`src/rtl/pwm_capture.sv`:
```
// PWM capture and duty decoder: measures period and high time of an asynchronous
// PWM input in clk cycles and converts them into a DUTY_W-bit duty code.
module pwm_capture #(
   parameter int unsigned CNT_W  = 16,
   parameter int unsigned DUTY_W = 10
) (
   input  logic              clk,
   input  logic              rst_n,
   input  logic              pwm_in,
   output logic [CNT_W-1:0]  period_o,
   output logic [CNT_W-1:0]  high_o,
   output logic [DUTY_W-1:0] duty_o,
   output logic              valid_o,
   output logic              timeout_o,
   output logic              overrun_o
);
   localparam int unsigned      IT_W    = $clog2(DUTY_W + 1);
   localparam logic [CNT_W-1:0] CNT_MAX = '1;

   typedef enum logic {IDLE, MEAS} state_t;
   state_t state, state_nxt;

   logic              pwm_m, pwm_s, pwm_d;
   logic              rise_c, fall_c;
   logic [CNT_W-1:0]  cnt, hi_l, per_l, hi_cap;
   logic              div_busy;
   logic [IT_W-1:0]   div_it;
   logic [CNT_W-1:0]  rem;
   logic [CNT_W:0]    rem_sh_c;
   logic              q_bit_c;
   logic [DUTY_W-1:0] quo;
   logic              div_done_c;
   logic              arm_c, start_c, drop_c, tmo_c;

   // Two-flop synchronizer plus one delay flop for edge detection
   always_ff @(posedge clk or negedge rst_n) begin
      if (!rst_n) begin
         pwm_m <= 1'b0;
         pwm_s <= 1'b0;
         pwm_d <= 1'b0;
      end else begin
         pwm_m <= pwm_in;
         pwm_s <= pwm_m;
         pwm_d <= pwm_s;
      end
   end

   assign rise_c = pwm_s & ~pwm_d;
   assign fall_c = ~pwm_s & pwm_d;

   // Measurement counter: restarts at 1 on each rise, saturates at all ones
   always_ff @(posedge clk or negedge rst_n) begin
      if (!rst_n) begin
         cnt  <= '0;
         hi_l <= '0;
      end else begin
         if (rise_c)
            cnt <= CNT_W'(1);
         else if (cnt != CNT_MAX)
            cnt <= cnt + CNT_W'(1);
         if (fall_c)
            hi_l <= cnt;
      end
   end

   // FSM state register
   always_ff @(posedge clk or negedge rst_n) begin
      if (!rst_n)
         state <= IDLE;
      else
         state <= state_nxt;
   end

   // FSM next state
   always_comb begin
      state_nxt = state;
      case (state)
         IDLE: if (rise_c) state_nxt = MEAS;
         MEAS: if (!rise_c && cnt == CNT_MAX) state_nxt = IDLE;
         default: state_nxt = IDLE;
      endcase
   end

   // FSM decoded controls
   always_comb begin
      arm_c   = 1'b0;
      start_c = 1'b0;
      drop_c  = 1'b0;
      tmo_c   = 1'b0;
      case (state)
         IDLE: arm_c = rise_c;
         MEAS: begin
            if (rise_c) begin
               if (div_busy) drop_c  = 1'b1;
               else          start_c = 1'b1;
            end else if (cnt == CNT_MAX) begin
               tmo_c = 1'b1;
            end
         end
         default: ;
      endcase
   end

   // Restoring divider step: remainder stays below the divisor, so CNT_W bits hold it
   assign rem_sh_c   = {rem, 1'b0};
   assign q_bit_c    = rem_sh_c >= {1'b0, per_l};
   assign div_done_c = div_busy && (div_it == IT_W'(DUTY_W));

   // Capture latches, serial divider and registered outputs; timeout overrides completion
   always_ff @(posedge clk or negedge rst_n) begin
      if (!rst_n) begin
         per_l     <= '0;
         hi_cap    <= '0;
         rem       <= '0;
         quo       <= '0;
         div_busy  <= 1'b0;
         div_it    <= '0;
         period_o  <= '0;
         high_o    <= '0;
         duty_o    <= '0;
         valid_o   <= 1'b0;
         timeout_o <= 1'b0;
         overrun_o <= 1'b0;
      end else begin
         valid_o   <= 1'b0;
         overrun_o <= drop_c;
         if (start_c) begin
            per_l    <= cnt;
            hi_cap   <= hi_l;
            rem      <= hi_l;
            quo      <= '0;
            div_busy <= 1'b1;
            div_it   <= '0;
         end else if (div_done_c) begin
            div_busy <= 1'b0;
            period_o <= per_l;
            high_o   <= hi_cap;
            duty_o   <= quo;
            valid_o  <= 1'b1;
         end else if (div_busy) begin
            rem    <= q_bit_c ? CNT_W'(rem_sh_c - {1'b0, per_l}) : CNT_W'(rem_sh_c);
            quo    <= DUTY_W'({quo, q_bit_c});
            div_it <= div_it + IT_W'(1);
         end
         if (arm_c)
            timeout_o <= 1'b0;
         if (tmo_c) begin
            period_o  <= '0;
            high_o    <= '0;
            duty_o    <= pwm_s ? '1 : '0;
            timeout_o <= 1'b1;
            valid_o   <= 1'b1;
         end
      end
   end
endmodule
```
`config.mk`:
```
export PLATFORM = sky130hd
export DESIGN_NAME = pwm_capture
export DESIGN_NICKNAME = d
export VERILOG_FILES = /design/src/rtl/pwm_capture.sv
export SDC_FILE = /design/constraint.sdc
export NUM_CORES = 1
export LEC_CHECK = 0
export ABC_AREA = 0
export CORE_UTILIZATION = 59
export CTS_BUF_LIST = sky130_fd_sc_hd__clkbuf_16
export CTS_CLUSTER_DIAMETER = 60
export DETAILED_ROUTE_END_ITERATION = 8
export PLACE_DENSITY = 0.84
export SLEW_MARGIN = 40
export SYNTH_ARGS = -nofsm -noshare
export SYNTH_HDL_FRONTEND = slang
export SYNTH_SLANG_ARGS = --single-unit
```
`constraint.sdc`:
```
create_clock -name clk -period 2.5 [get_ports clk]
set_input_delay 0.25 -clock clk [delete_from_list [all_inputs] [get_ports clk]]
set_output_delay 0.25 -clock clk [all_outputs]
set_load 0.02 [all_outputs]
```
==> out/summary.log, run 1 <==
qor: pwr.sequential_share_of_power 0.341
qor: job.maxCapViolations 0
qor: min_path.holdPathStages 1
qor: placed_design.dpl.hpwl 12100 µm
qor: synth.syn-cell-area 0.00677 mm²
qor: placed_design.buffer_ports.inserted 47
qor: pwr.switching_portion_of_total_power 0.369
qor: clock_tree.cts_tree done
qor: pwr.leakagePower 0.00372 µW
qor: floorplanning.floorplan.initialDensity 0.614
qor: critical_path.timing.critical_path.fanout_max 4
qor: synth.avgSynthCellArea 9.70 µm²
qor: synth.synth_top_family_by_area simple AND/OR/NAND/NOR gates
qor: timing.fmaxAchievable 411 MHz
qor: critical_path.critical_path_required 2770 ps
qor: timing.max_slew_margin 0.458
qor: timing.worst_clock_skew 7.97 ps
qor: grt.grt_pass1_vias 5393
qor: grt.antenna_violations_before_repair 0
qor: outcome.outcome finished, final reports clean
qor: critical_path.worstSetupStartpointType flip-flop
qor: layout.finish.utilization 0.735
qor: timing.tightest_slew 808 ps
qor: route.totalWireLength 17400 µm
qor: critical_path.r2r_setup_slack 70 ps
qor: route.drtAntennaViolNets 0
qor: route.remaining_drc_errors 0
qor: floorplanning.die_h 109 µm
qor: layout.area_growth 19.7%
qor: pwr.internal_power 6120 µW
qor: synth.yosysWarnings 0
qor: grt.globalRouteOverflowTotal 0
qor: min_path.worst_hold_path.endpoint pwm_m$_DFF_PN0_
qor: synth.postSynthCellCount 698
qor: route.routed_wire_length_per_instance 19.2 µm
qor: pwr.power.net_switching 3580 µW
qor: route.detailed_route_via_count 5575
qor: synth.synthDistinctLibCells 59
qor: clock_tree.cts.root.buffer_cell clkbuf_16
qor: grt.use_met3 0.0675
qor: synth.synth_compound_gate_area_share 0.134
qor: pwr.total_power 9700 µW
qor: critical_path.worstPathArrival 2710 ps
qor: critical_path.crit-reg2reg-launch rem[13]$_DFFE_PN0P_
qor: clock_tree.cts_max_level 4
qor: layout.finish.net_count 782
qor: clock_tree.worst_skew_pair.late_latency 420 ps
qor: synth.syn-num-nets 721
qor: critical_path.r2r_cells 8
qor: timing.setup-violations-final 0
qor: timing.report.final.slew_viol_count 0
qor: layout.antenna-diode-count 0
qor: timing.hold_viol 0
qor: floorplanning.dieWidth 109 µm
qor: clock_tree.tritoncts.num_buffers 17
qor: grt.grt_util_met2 0.515
qor: synth.synthMuxAreaShare 0.0377
qor: floorplanning.floorplan.rows 38
qor: synth.yosys.area_share.xor_xnor 0.0323
qor: pwr.proportion_of_power_drawn_by_the_clock_network 0.251
qor: grt.maximum_number_of_pins_on_one_net_before_global_route_repair 72
qor: synth.synth-seq-cells 144
qor: route.detail_route.vias_per_cell 6.15
qor: grt.grt_util_all_layers 0.318
qor: clock_tree.clk_pin_slew 50 ps
qor: pwr.comb_power_share 0.408
qor: placed_design.final_estimated_routing_congestion_in_global_placement 0.953
qor: synth.ys.flop_type dfrtp_1
qor: layout.drive_gt1_frac 0.116
qor: critical_path.critical_path.reg2reg.endpoint rem[2]$_DFFE_PN0P_
qor: floorplanning.boundaryPins 48
qor: synth.synth_edf_count 0
qor: pwr.peakVddDrop 781 µV
qor: critical_path.crit_path_class reg -> reg
qor: synth.synth_simple_gate_area_frac 0.187
qor: synth.post_synth_fa_ha_maj_area_fraction 0.0381
qor: grt.globalRouteMet1Util 0.416
qor: critical_path.critical_path.endpoint_type flip-flop
qor: min_path.min_delay_startpoint pwm_in
qor: grt.globalRoute.busiestLayer met2
qor: min_path.worst_min_path_class in -> reg
qor: timing.fin_crit_sh 0.973
qor: timing.final.min_clock_period 2430 ps
qor: floorplanning.design.core.area 0.0110 mm²
qor: route.drc_violation_total_after_the_first_tritonroute_iteration 409
qor: route.drt_pre_antenna_iters 5
qor: clock_tree.cts.sinks 144
qor: synth.synthArstFlopShare 1.00
qor: floorplanning.floorplan.die_area 0.0119 mm²
qor: synth.synth_seq_area_share 0.532
qor: grt.grt_first_pass_wirelength 28100 µm
qor: pwr.p_per_area 1200 mW/mm²
qor: critical_path.worstSetupStartpoint rem[13]$_DFFE_PN0P_
qor: clock_tree.buffers_from_clock_root_to_sink_at_most 2
-- worst max-delay path by stage --
stage | to | slack [ps] | depth (start not counted)
floorplan | rem[1]$_DFFE_PN0P_ | 310 | 9
global placement | rem[9]$_DFFE_PN0P_ | 120 | 7
detailed placement | rem[1]$_DFFE_PN0P_ | 110 | 7
CTS | rem[1]$_DFFE_PN0P_ | 100 | 7
global route | rem[8]$_DFFE_PN0P_ | -30 | 9
finish | rem[2]$_DFFE_PN0P_ | 70 | 8
-- layout by cell type (no fill, tap or decap), drive strengths merged, types with 2 or more instances in the layout --
master         instances
clkdlybuf4s50         46
a21oi                 48
nand2b                 3
nor3                   3
and3                   4
inv                   24
dfrtp                144
ha                    19
nor4                   2
a22o                   5
o211ai                 8
xnor2                  7
nor2                  35
clkinv                 4
nor2b                  3
nand2                158
a221oi                 2
nor3b                  2
xor2                  18
nand3b                 2
and4                   4
o21ai                 34
nand3                 43
a31oi                 17
a211oi                 3
and2                   5
nand4                 12
a21o                   4
mux2                  17
a32o                   9
a211o                  2
bufinv                 3
buf                   35
mux2i                  6
clkbuf                17
o22ai                  2
-- repair_timing --
item                                    in CTS  in global routing
resized for setup                            0                  6
hold buffers                                 1                  0
endpoints found under the setup margin       0                 15
hold endpoints to repair                    68                  0
setup buffers                                0                  1
-- stage by stage --
| step | hold WS [ps] | worst slack [ps] | setup TNS, ps | std cells | area (µm²) |
|---|---|---|---|---|---|
| finish | 277 | 67.9 | 0 | 907 | 8110 |
| global route | 271 | -25.1 | -28.0 | 907 | 8110 |
| CTS | 268 | 104 | 0 | 906 | 8070 |
| detailed placement | 315 | 106 | 0 | 878 | 7510 |
| global placement | 303 | 125 | 0 | 878 | 7510 |
| floorplan | -45.6 | 310 | 0 | 698 | 6770 |
-- state kept, by name, summed over array words and instances (netlist names) --
name	count
duty_o	10
state	1
overrun_o	1
period_o	16
quo	10
hi_l	16
high_o	16
timeout_o	1
pwm_s	1
cnt	16
per_l	16
pwm_d	1
div_busy	1
valid_o	1
hi_cap	16
rem	16
div_it	4
pwm_m	1
-- critical path, stage by stage, from the launching register on --
cell      delay (ps)
dfrtp_1          410
ha_1             350
a21o_1           200
a211oi_2         320
nor3b_4          290
nand3_1          200
buf_4            220
mux2i_1          190
o211ai_1         110
-- area by class of cell --
cell class,count,area [µm²]
inverters,21,78.8
multi-input cells,493,2930
flip-flops and latches,144,3600
well taps,140,175
repair buffers,82,762
clock inverters,10,128
fillers,786,2930
clock buffers,17,425
-- per-layer routing --
layer  part of all wire  vias up
met2               0.49      225
li1                   -     2541
met4              0.024        0
met5                  0        -
met3              0.060       35
met1               0.43     2774
-- power by group through the flow --
stage | logic [µW] | registers, µW | clock network, µW
floorplan | 2520 | 3350 | 0
global placement | 3750 | 3290 | 0
detailed placement | 3820 | 3320 | 0
CTS | 3890 | 3300 | 2450
global route | 4320 | 3360 | 2550
finish | 3960 | 3310 | 2430
-- cells by family (layout without fill, tap and decap cells) --
logic type      Yosys count  after routing
simple gates            281            281
xor+xnor                 25             25
mux                      23             23
buf+inv                  61            130
flops                   144            144
fa+ha+maj                20             20
compound gates          144            144
-- cell usage after synthesis (3+ instances only) --
cell type / count / area, µm²
nand4_1: 12 / 75.1
nand3_1: 43 / 215
mux2i_1: 6 / 60.1
and4_1: 3 / 26.3
a31oi_1: 17 / 106
o211ai_1: 7 / 52.6
a32o_1: 9 / 90.1
buf_4: 3 / 22.5
nor2_1: 35 / 131
nand2_1: 158 / 593
nand2b_1: 3 / 18.8
a22o_1: 5 / 43.8
and2_1: 5 / 31.3
dfrtp_1: 144 / 3600
xor2_1: 18 / 158
xnor2_1: 7 / 61.3
nor2b_1: 3 / 18.8
a21oi_1: 48 / 240
o21ai_0: 34 / 170
a21o_1: 4 / 30.0
mux2_2: 16 / 180
buf_2: 12 / 60.1
and3_1: 4 / 25.0
ha_1: 19 / 238
clkbuf_1: 23 / 86.3
inv_1: 21 / 78.8
Power figures use the tool's default switching activity.
==> run 2: changes to the inputs <==
--- a/config.mk
+++ b/config.mk
@@ -6,6 +6,7 @@
 export NUM_CORES = 1
 export LEC_CHECK = 0
 export ABC_AREA = 0
+export CAP_MARGIN = 30
 export CORE_UTILIZATION = 59
 export CTS_BUF_LIST = sky130_fd_sc_hd__clkbuf_16
 export CTS_CLUSTER_DIAMETER = 60
==> results of run 2 <==
Final layout, timing and power as in run 1 (identical DEF).
